File: src/rtl/piso_serializer_param_if.sv
// Load handshake, control and serial-status bundle of the parametrised PISO serializer.
interface piso_serializer_param_if #(parameter int WIDTH = 16);
  logic             Enable_In;
  logic             Data_Valid_In;
  logic             Data_Ready_Out;
  logic [WIDTH-1:0] Parallel_Data_In;
  logic             Lsb_First_In;
  logic             Bit_Tick_In;
  logic             Serial_Data_Out;
  logic             Serial_Valid_Out;
  logic             Busy_Out;
  logic             Frame_Done_Out;

  modport master (
    output Enable_In, Data_Valid_In, Parallel_Data_In, Lsb_First_In, Bit_Tick_In,
    input  Data_Ready_Out, Serial_Data_Out, Serial_Valid_Out, Busy_Out, Frame_Done_Out
  );

  modport slave (
    input  Enable_In, Data_Valid_In, Parallel_Data_In, Lsb_First_In, Bit_Tick_In,
    output Data_Ready_Out, Serial_Data_Out, Serial_Valid_Out, Busy_Out, Frame_Done_Out
  );
endinterface

File: src/rtl/piso_serializer_param.sv
// Parametrised parallel-in/serial-out serializer with valid/ready load, bit-rate strobe,
// per-frame bit order and zero-gap back-to-back streaming.
//
//   state | meaning
//   IDLE  | no frame; output at IDLE_LEVEL, ready for a load
//   SHIFT | frame in progress; one bit consumed per Bit_Tick_In
module piso_serializer_param #(
  parameter int   WIDTH      = 16,
  parameter logic IDLE_LEVEL = 1'b0
) (
  input logic                    Clk_In,
  input logic                    Reset_In,
  piso_serializer_param_if.slave bus
);
  localparam int            CW   = (WIDTH > 1) ? $clog2(WIDTH) : 1;
  localparam logic [CW-1:0] LAST = CW'(WIDTH - 1);

  typedef enum logic {IDLE, SHIFT} state_t;

  state_t           state, state_nxt;
  logic [WIDTH-1:0] shreg, shreg_nxt;
  logic [CW-1:0]    cnt, cnt_nxt;
  logic             lsb_q, lsb_nxt;
  logic             done_q, done_nxt;
  logic             last_tick, ready, load;

  assign last_tick = (state == SHIFT) && (cnt == LAST) && bus.Bit_Tick_In;
  assign ready     = bus.Enable_In && !Reset_In && ((state == IDLE) || last_tick);
  assign load      = ready && bus.Data_Valid_In;

  always_ff @(posedge Clk_In or posedge Reset_In) begin
    if (Reset_In) begin
      state  <= IDLE;
      shreg  <= {WIDTH{IDLE_LEVEL}};
      cnt    <= '0;
      lsb_q  <= 1'b0;
      done_q <= 1'b0;
    end else begin
      state  <= state_nxt;
      shreg  <= shreg_nxt;
      cnt    <= cnt_nxt;
      lsb_q  <= lsb_nxt;
      done_q <= done_nxt;
    end
  end

  always_comb begin
    state_nxt = state;
    shreg_nxt = shreg;
    cnt_nxt   = cnt;
    lsb_nxt   = lsb_q;
    done_nxt  = 1'b0;
    if (bus.Enable_In) begin
      if ((state == SHIFT) && bus.Bit_Tick_In) begin
        if (cnt != LAST) begin
          shreg_nxt = lsb_q ? {IDLE_LEVEL, shreg[WIDTH-1:1]} : {shreg[WIDTH-2:0], IDLE_LEVEL};
          cnt_nxt   = cnt + 1'b1;
        end else begin
          done_nxt  = 1'b1;
          state_nxt = IDLE;
          shreg_nxt = {WIDTH{IDLE_LEVEL}};
          cnt_nxt   = '0;
        end
      end
      // A load on the last tick overrides the return to IDLE, giving zero-gap streaming.
      if (load) begin
        state_nxt = SHIFT;
        shreg_nxt = bus.Parallel_Data_In;
        cnt_nxt   = '0;
        lsb_nxt   = bus.Lsb_First_In;
      end
    end
  end

  assign bus.Data_Ready_Out   = ready;
  assign bus.Serial_Data_Out  = (state == SHIFT) ? (lsb_q ? shreg[0] : shreg[WIDTH-1]) : IDLE_LEVEL;
  assign bus.Serial_Valid_Out = (state == SHIFT);
  assign bus.Busy_Out         = (state == SHIFT);
  assign bus.Frame_Done_Out   = done_q && bus.Enable_In;
endmodule
File: src/flat_wrapper.sv
// flat-port wrapper written by rule: the top's interface ports become plain ports
module piso_serializer_param_flat 
#(
  parameter int   WIDTH      = 16,
  parameter logic IDLE_LEVEL = 1'b0
)
  (Clk_In, Reset_In, bus_Enable_In, bus_Data_Valid_In, bus_Parallel_Data_In, bus_Lsb_First_In, bus_Bit_Tick_In, bus_Data_Ready_Out, bus_Serial_Data_Out, bus_Serial_Valid_Out, bus_Busy_Out, bus_Frame_Done_Out);
  piso_serializer_param_if #(.WIDTH(WIDTH)) bus_i ();
  input logic Clk_In;
  input logic Reset_In;
  input wire logic [$bits(bus_i.Enable_In)-1:0] bus_Enable_In;
  input wire logic [$bits(bus_i.Data_Valid_In)-1:0] bus_Data_Valid_In;
  input wire logic [$bits(bus_i.Parallel_Data_In)-1:0] bus_Parallel_Data_In;
  input wire logic [$bits(bus_i.Lsb_First_In)-1:0] bus_Lsb_First_In;
  input wire logic [$bits(bus_i.Bit_Tick_In)-1:0] bus_Bit_Tick_In;
  output wire logic [$bits(bus_i.Data_Ready_Out)-1:0] bus_Data_Ready_Out;
  output wire logic [$bits(bus_i.Serial_Data_Out)-1:0] bus_Serial_Data_Out;
  output wire logic [$bits(bus_i.Serial_Valid_Out)-1:0] bus_Serial_Valid_Out;
  output wire logic [$bits(bus_i.Busy_Out)-1:0] bus_Busy_Out;
  output wire logic [$bits(bus_i.Frame_Done_Out)-1:0] bus_Frame_Done_Out;
  assign bus_i.Enable_In = bus_Enable_In;
  assign bus_i.Data_Valid_In = bus_Data_Valid_In;
  assign bus_i.Parallel_Data_In = bus_Parallel_Data_In;
  assign bus_i.Lsb_First_In = bus_Lsb_First_In;
  assign bus_i.Bit_Tick_In = bus_Bit_Tick_In;
  assign bus_Data_Ready_Out = bus_i.Data_Ready_Out;
  assign bus_Serial_Data_Out = bus_i.Serial_Data_Out;
  assign bus_Serial_Valid_Out = bus_i.Serial_Valid_Out;
  assign bus_Busy_Out = bus_i.Busy_Out;
  assign bus_Frame_Done_Out = bus_i.Frame_Done_Out;
  piso_serializer_param #(.WIDTH(WIDTH), .IDLE_LEVEL(IDLE_LEVEL)) u_core (.Clk_In(Clk_In), .Reset_In(Reset_In), .bus(bus_i));
endmodule
File: config.mk
export PLATFORM = sky130hd
export DESIGN_NAME = piso_serializer_param_flat
export DESIGN_NICKNAME = d
export VERILOG_FILES = /design/src/rtl/piso_serializer_param_if.sv /design/src/rtl/piso_serializer_param.sv /design/src/flat_wrapper.sv
export SDC_FILE = /design/constraint.sdc
export NUM_CORES = 1
export LEC_CHECK = 0
export ABC_AREA = 1
export BUFFER_PORTS_ARGS = -buffer_cell sky130_fd_sc_hd__buf_4
export CAP_MARGIN = 20
export CORE_ASPECT_RATIO = 1.25
export CORE_MARGIN = 4
export CORE_UTILIZATION = 55
export DETAILED_ROUTE_END_ITERATION = 6
export GPL_TIMING_DRIVEN = 0
export HOLD_SLACK_MARGIN = 0.12
export PLACE_DENSITY = 0.81
export SYNTH_ARGS = -nofsm -noshare
export SYNTH_HDL_FRONTEND = slang
export SYNTH_SLANG_ARGS = --single-unit
File: constraint.sdc
create_clock -name Clk_In -period 3.9 [get_ports Clk_In]
set_input_delay 0 -clock Clk_In [delete_from_list [all_inputs] [get_ports Clk_In]]
set_output_delay 0 -clock Clk_In [all_outputs]
set_load 0.1 [all_outputs]
# [After elaboration in Yosys (flattened, before gate mapping)]
# Cells that the tools add are included.
[totals] ff_bits=23 in_bits=22 output_inout_bits=5 word_cells=38
[classes] n_addsub=1 n_eq_ne=3 mux=15 n_bitwise=1 reduce_logical=13
[op_table] cell="16-bit 2-to-1 mux" count=4
[op_table] cell="4-bit 2-to-1 mux" count=3
[op_table] cell="1-bit 2-to-1 mux" count=8
[op_table] cell="1-bit logical AND" count=7
[op_table] cell="4-bit by 1-bit adder with 4-bit output (second input constant)" count=1
[op_table] cell="4-bit == test (second input constant)" count=1
[op_table] cell="4-bit inequality test (second input constant)" count=1
[op_table] cell="2-bit AND reduction" count=2
[op_table] cell="3-bit AND reduction" count=1
[op_table] cell="2-bit by 1-bit inequality test with 1-bit output (second input constant)" count=1
[op_table] cell="2-bit nonzero test" count=1
[op_table] cell="1-bit zero test" count=1
[op_table] cell="1-bit logical OR" count=1
[op_table] cell="1-bit inverter" count=1

# [Depth between registers and ports, before layout]
[logic_depth] word_depth=8 depth_mapped=11 depth_no_buf=9

# [Worst setup path after synthesis]
# Ideal clock, no wire load.
[synth_path] path_type="flip-flop to output port" startpoint="register u_core.state (netlist: u_core.bus.Busy_Out)" endpoint="output port bus_Serial_Data_Out" arrival_time_ps=2605 t_required_ps=3900 slack_ps=1295 path_stages_with_launch=3 path_buffers=0 path_cell_list="dfrtp_1 > o21ai_1 > a21oi_1"
[synth_via] elab_chain_cells=1
[synth_rtl] item="from (decl)" line_no="piso_serializer_param.sv:20" text="state_t state, state_nxt;"
[synth_rtl] item="from (signal assigned)" line_no="piso_serializer_param.sv:39" text="state <= state_nxt;"
[synth_rtl] item="1-bit 2-to-1 mux" line_no="piso_serializer_param.sv:76" text="assign bus.Serial_Data_Out = (state == SHIFT) ? (lsb_q ? shreg[0] : shreg[WIDTH-1]) : IDLE_LEVEL;"
[synth_rtl] item="to (decl)" line_no="flat_wrapper.sv:17" text="output wire logic [$bits(bus_i.Serial_Data_Out)-1:0] bus_Serial_Data_Out;"
# Every way passes these cells.

# [Worst setup path after layout]
[layout_path] startpoint="register u_core.cnt[0]" endpoint="output port bus_Data_Ready_Out"
[layout_via] elab_chain_cells=5
[layout_rtl] item="from (decl)" line_no="piso_serializer_param.sv:22" text="logic [CW-1:0] cnt, cnt_nxt;"
[layout_rtl] item="from (signal assigned)" line_no="piso_serializer_param.sv:41" text="cnt <= cnt_nxt;"
[layout_rtl] item="4-bit == test" line_no="piso_serializer_param.sv:27" text="assign last_tick = (state == SHIFT) && (cnt == LAST) && bus.Bit_Tick_In;"
[layout_rtl] item="1-bit logical AND (2 in a row)" line_no="piso_serializer_param.sv:27"
[layout_rtl] item="1-bit logical OR" line_no="piso_serializer_param.sv:28" text="assign ready = bus.Enable_In && !Reset_In && ((state == IDLE) || last_tick);"
[layout_rtl] item="1-bit logical AND" line_no="piso_serializer_param.sv:28"
[layout_rtl] item="to (decl)" line_no="flat_wrapper.sv:16" text="output wire logic [$bits(bus_i.Data_Ready_Out)-1:0] bus_Data_Ready_Out;"
# Every way passes these cells.

==> out/metrics.csv <==
metric;value;unit
placed_cell_area;1800;um2
synth_compound_area_share;6.29;%
setup_violations;0;
syn_avg_cell_area;6.41;um2
slew_headroom;40.7;%
fp.dieArea;3780;um2
final_common_cell;nand2_1;
whs;0.168;ns
clk_pin_slew;0.14;ns
first_global_vias;1503;
crit_end;bus_Data_Ready_Out;
root_buffer;clkbuf_4;
cp-start-kind;register;
clkSinkCount;23;
synth_cell_types;22;
cts_tree;yes;
critical_path_required;3.90;ns
fp-row-count;21;
overflow;0;
route.detailed.drc;0;
ir_drop;0.000374;V
synth_warnings;0;
max_freq;472;MHz
power;1.01;mW
design_area;2020;um2
status;finished clean;
min_period;2.12;ns
routabilityCongestion;0.806;
ant_nets;0;
hold_class;input port to register;
path_max_fanout;10;
synth_edf_count;0;
worst-path-stages;6;
insertion_delay;0.32;ns
synth_area;1570;um2
ios;27;
synth_simple_gate_area_share;42.0;%
dp.cells;304;
synth_top_family_by_area;simple AND/OR/NAND/NOR gates;
wire_per_inst;12.4;um
cp-startpoint;u_core.cnt[0]$_DFFE_PP0P_;
ctsHtreeMaxLevel;1;
final_cell_mix;nand2_1 (123), buf_4 (27), dfrtp_1 (23), dlygate4sd3_1 (19), nand4_1 (17);
grt_start_max_net_pins;24;
grt_usage;24.1;%
drtIter0Drc;53;
syn-num-nets;268;
hp-start;bus_Bit_Tick_In;
wl;4.05;mm
post_cts_buffers;0;
finalWorstSetupSlack;1.78;ns
synth_seq_cells;23;
core;2710;um2
area_growth;28.5;%
critPathMaxStageDelay;0.41;ns
r2r-start;u_core.cnt[0]$_DFFE_PP0P_;
grt_antenna_before_repair;0;
worstMarginPinSlew;0.889;ns
end_kind;output port;
arrival;2.12;ns
synthCells;245;
numCtsBuffers;3;
critPathKind;register to output port;
start_util;58.1;%
num_antenna_cells;0;
die_y;67.8;um
cpMaxStageDelayCell;dfrtp_1;
cts_buffer_depth;2;
ys.flop_type;dfrtp_1;
port_buffers;25;
muxShareOfSynthArea;0;%
p_per_area;502;nW/um2
fin_worst_skew;0.00448;ns
fp.dieW;55.8;um
synth_xor_area_share;1.11;%
rsz0062_at_grt;false;
fin_setup_tns;0;ns
async_reset_ff_share;100;%
critical_path_buf_inv_count;2;
post-route-util;74.6;%
leakage;1.11;nW
cts_hold_buf;19;
final_layout_size_suffix_gt1_share;17.4;%
rr_worst_depth;9;
regToRegSetupSlack;2.10;ns
layout.cells.non_filler;327;
post-dp-hpwl;2.66;mm
vias;1622;
crit_chain;ha_1 -> nand3_1 -> o21bai_4 -> buf_2 -> and2_1 -> buf_4;
grt_pass1_wl;7.11;mm
nets;317;
finalMaxSlewViolations;0;
dr.pass1.iters;4;
hold_violations;0;
via_per_inst;4.96;
max_cap_violations;0;
cp_top_family;buffers and inverters;
worstReg2RegEnd;u_core.shreg[0]$_DFFE_PP0P_;
synth_fa_ha_area_share;0.796;%
pre_cts_ws;2.13;ns
ys_seq_area_share;36.6;%
cts_resized;0;
min_period_over_period;54.4;%
## worst register-to-register path, stage by stage, from the launching register on
cell and delay, ns:
dfrtp_1 0.41, ha_1 0.19, nand3_1 0.16, o21bai_4 0.29
nand3_4 0.17, nand2_4 0.17, inv_2 0.06, buf_6 0.14
nand2_1 0.06, nand2_1 0.05
## routing by layer
metal  wire length (um)  GRT usage (%)  up-vias
met5                  0              0        -
met4                 72           10.1        0
met2               2100           44.1       27
met1               1790           29.1      738
li1                   -              -      850
met3                 98           2.68        7
## cell families (layout without fill, tap and decap cells)
group,Yosys count,after routing
flops,23,23
compound gates,17,17
simple gates,155,155
xor+xnor,2,2
fa+ha+maj,1,1
buf+inv,47,95
## how the worst min path moves through the flow
stage | endpoint | slack (ns) | depth (start not counted)
6_report | u_core.cnt[2]$_DFFE_PP0P_ | 0.17 | 5
5_1_grt | u_core.cnt[2]$_DFFE_PP0P_ | 0.19 | 5
4_1_cts | u_core.cnt[2]$_DFFE_PP0P_ | 0.17 | 5
2_1_floorplan | u_core.bus.Busy_Out$_DFFE_PP0P_ | 0.002 | 1
3_3_place_gp | u_core.shreg[4]$_DFFE_PP0P_ | 0.26 | 2
3_5_place_dp | u_core.lsb_q$_DFFE_PP0P_ | 0.26 | 3
## sequential cells by signal (all words and copies together) (netlist names)
register / count
u_core.bus.Busy_Out: 1
u_core.cnt: 4
u_core.shreg: 16
u_core.lsb_q: 1
u_core.done_q: 1
## synth_stat cells (2+ instances only)
master	number	area share (%)
nand3_1	7	2.2
nor2_1	4	0.96
a21oi_1	2	0.64
inv_2	7	1.7
nand4_1	17	6.8
buf_4	2	0.96
clkinv_1	11	2.6
dfrtp_1	23	37
clkbuf_1	4	0.96
inv_1	14	3.3
o21ai_1	11	3.5
buf_2	7	2.2
buf_6	2	1.4
nand2_1	123	29
xor2_1	2	1.1
o21ai_0	3	0.96
## where the power goes
group | leakage [nW] | internal [mW] | total (mW) | switching (mW)
logic | 0.793 | 0.185 | 0.517 | 0.332
registers | 0.304 | 0.319 | 0.380 | 0.0608
clock network | 0.0177 | 0.0385 | 0.117 | 0.0785
## cell type report
cell class / count / area, um2
clock inverter: 1 / 5.00
multi-input combinational: 175 / 788
timing repair buffer: 44 / 378
buffer: 15 / 87.6
inverter: 32 / 120
clock buffer: 3 / 22.5
sequential: 23 / 576
fill: 229 / 687
tap: 34 / 42.5
Power figures use the tool's default switching activity.
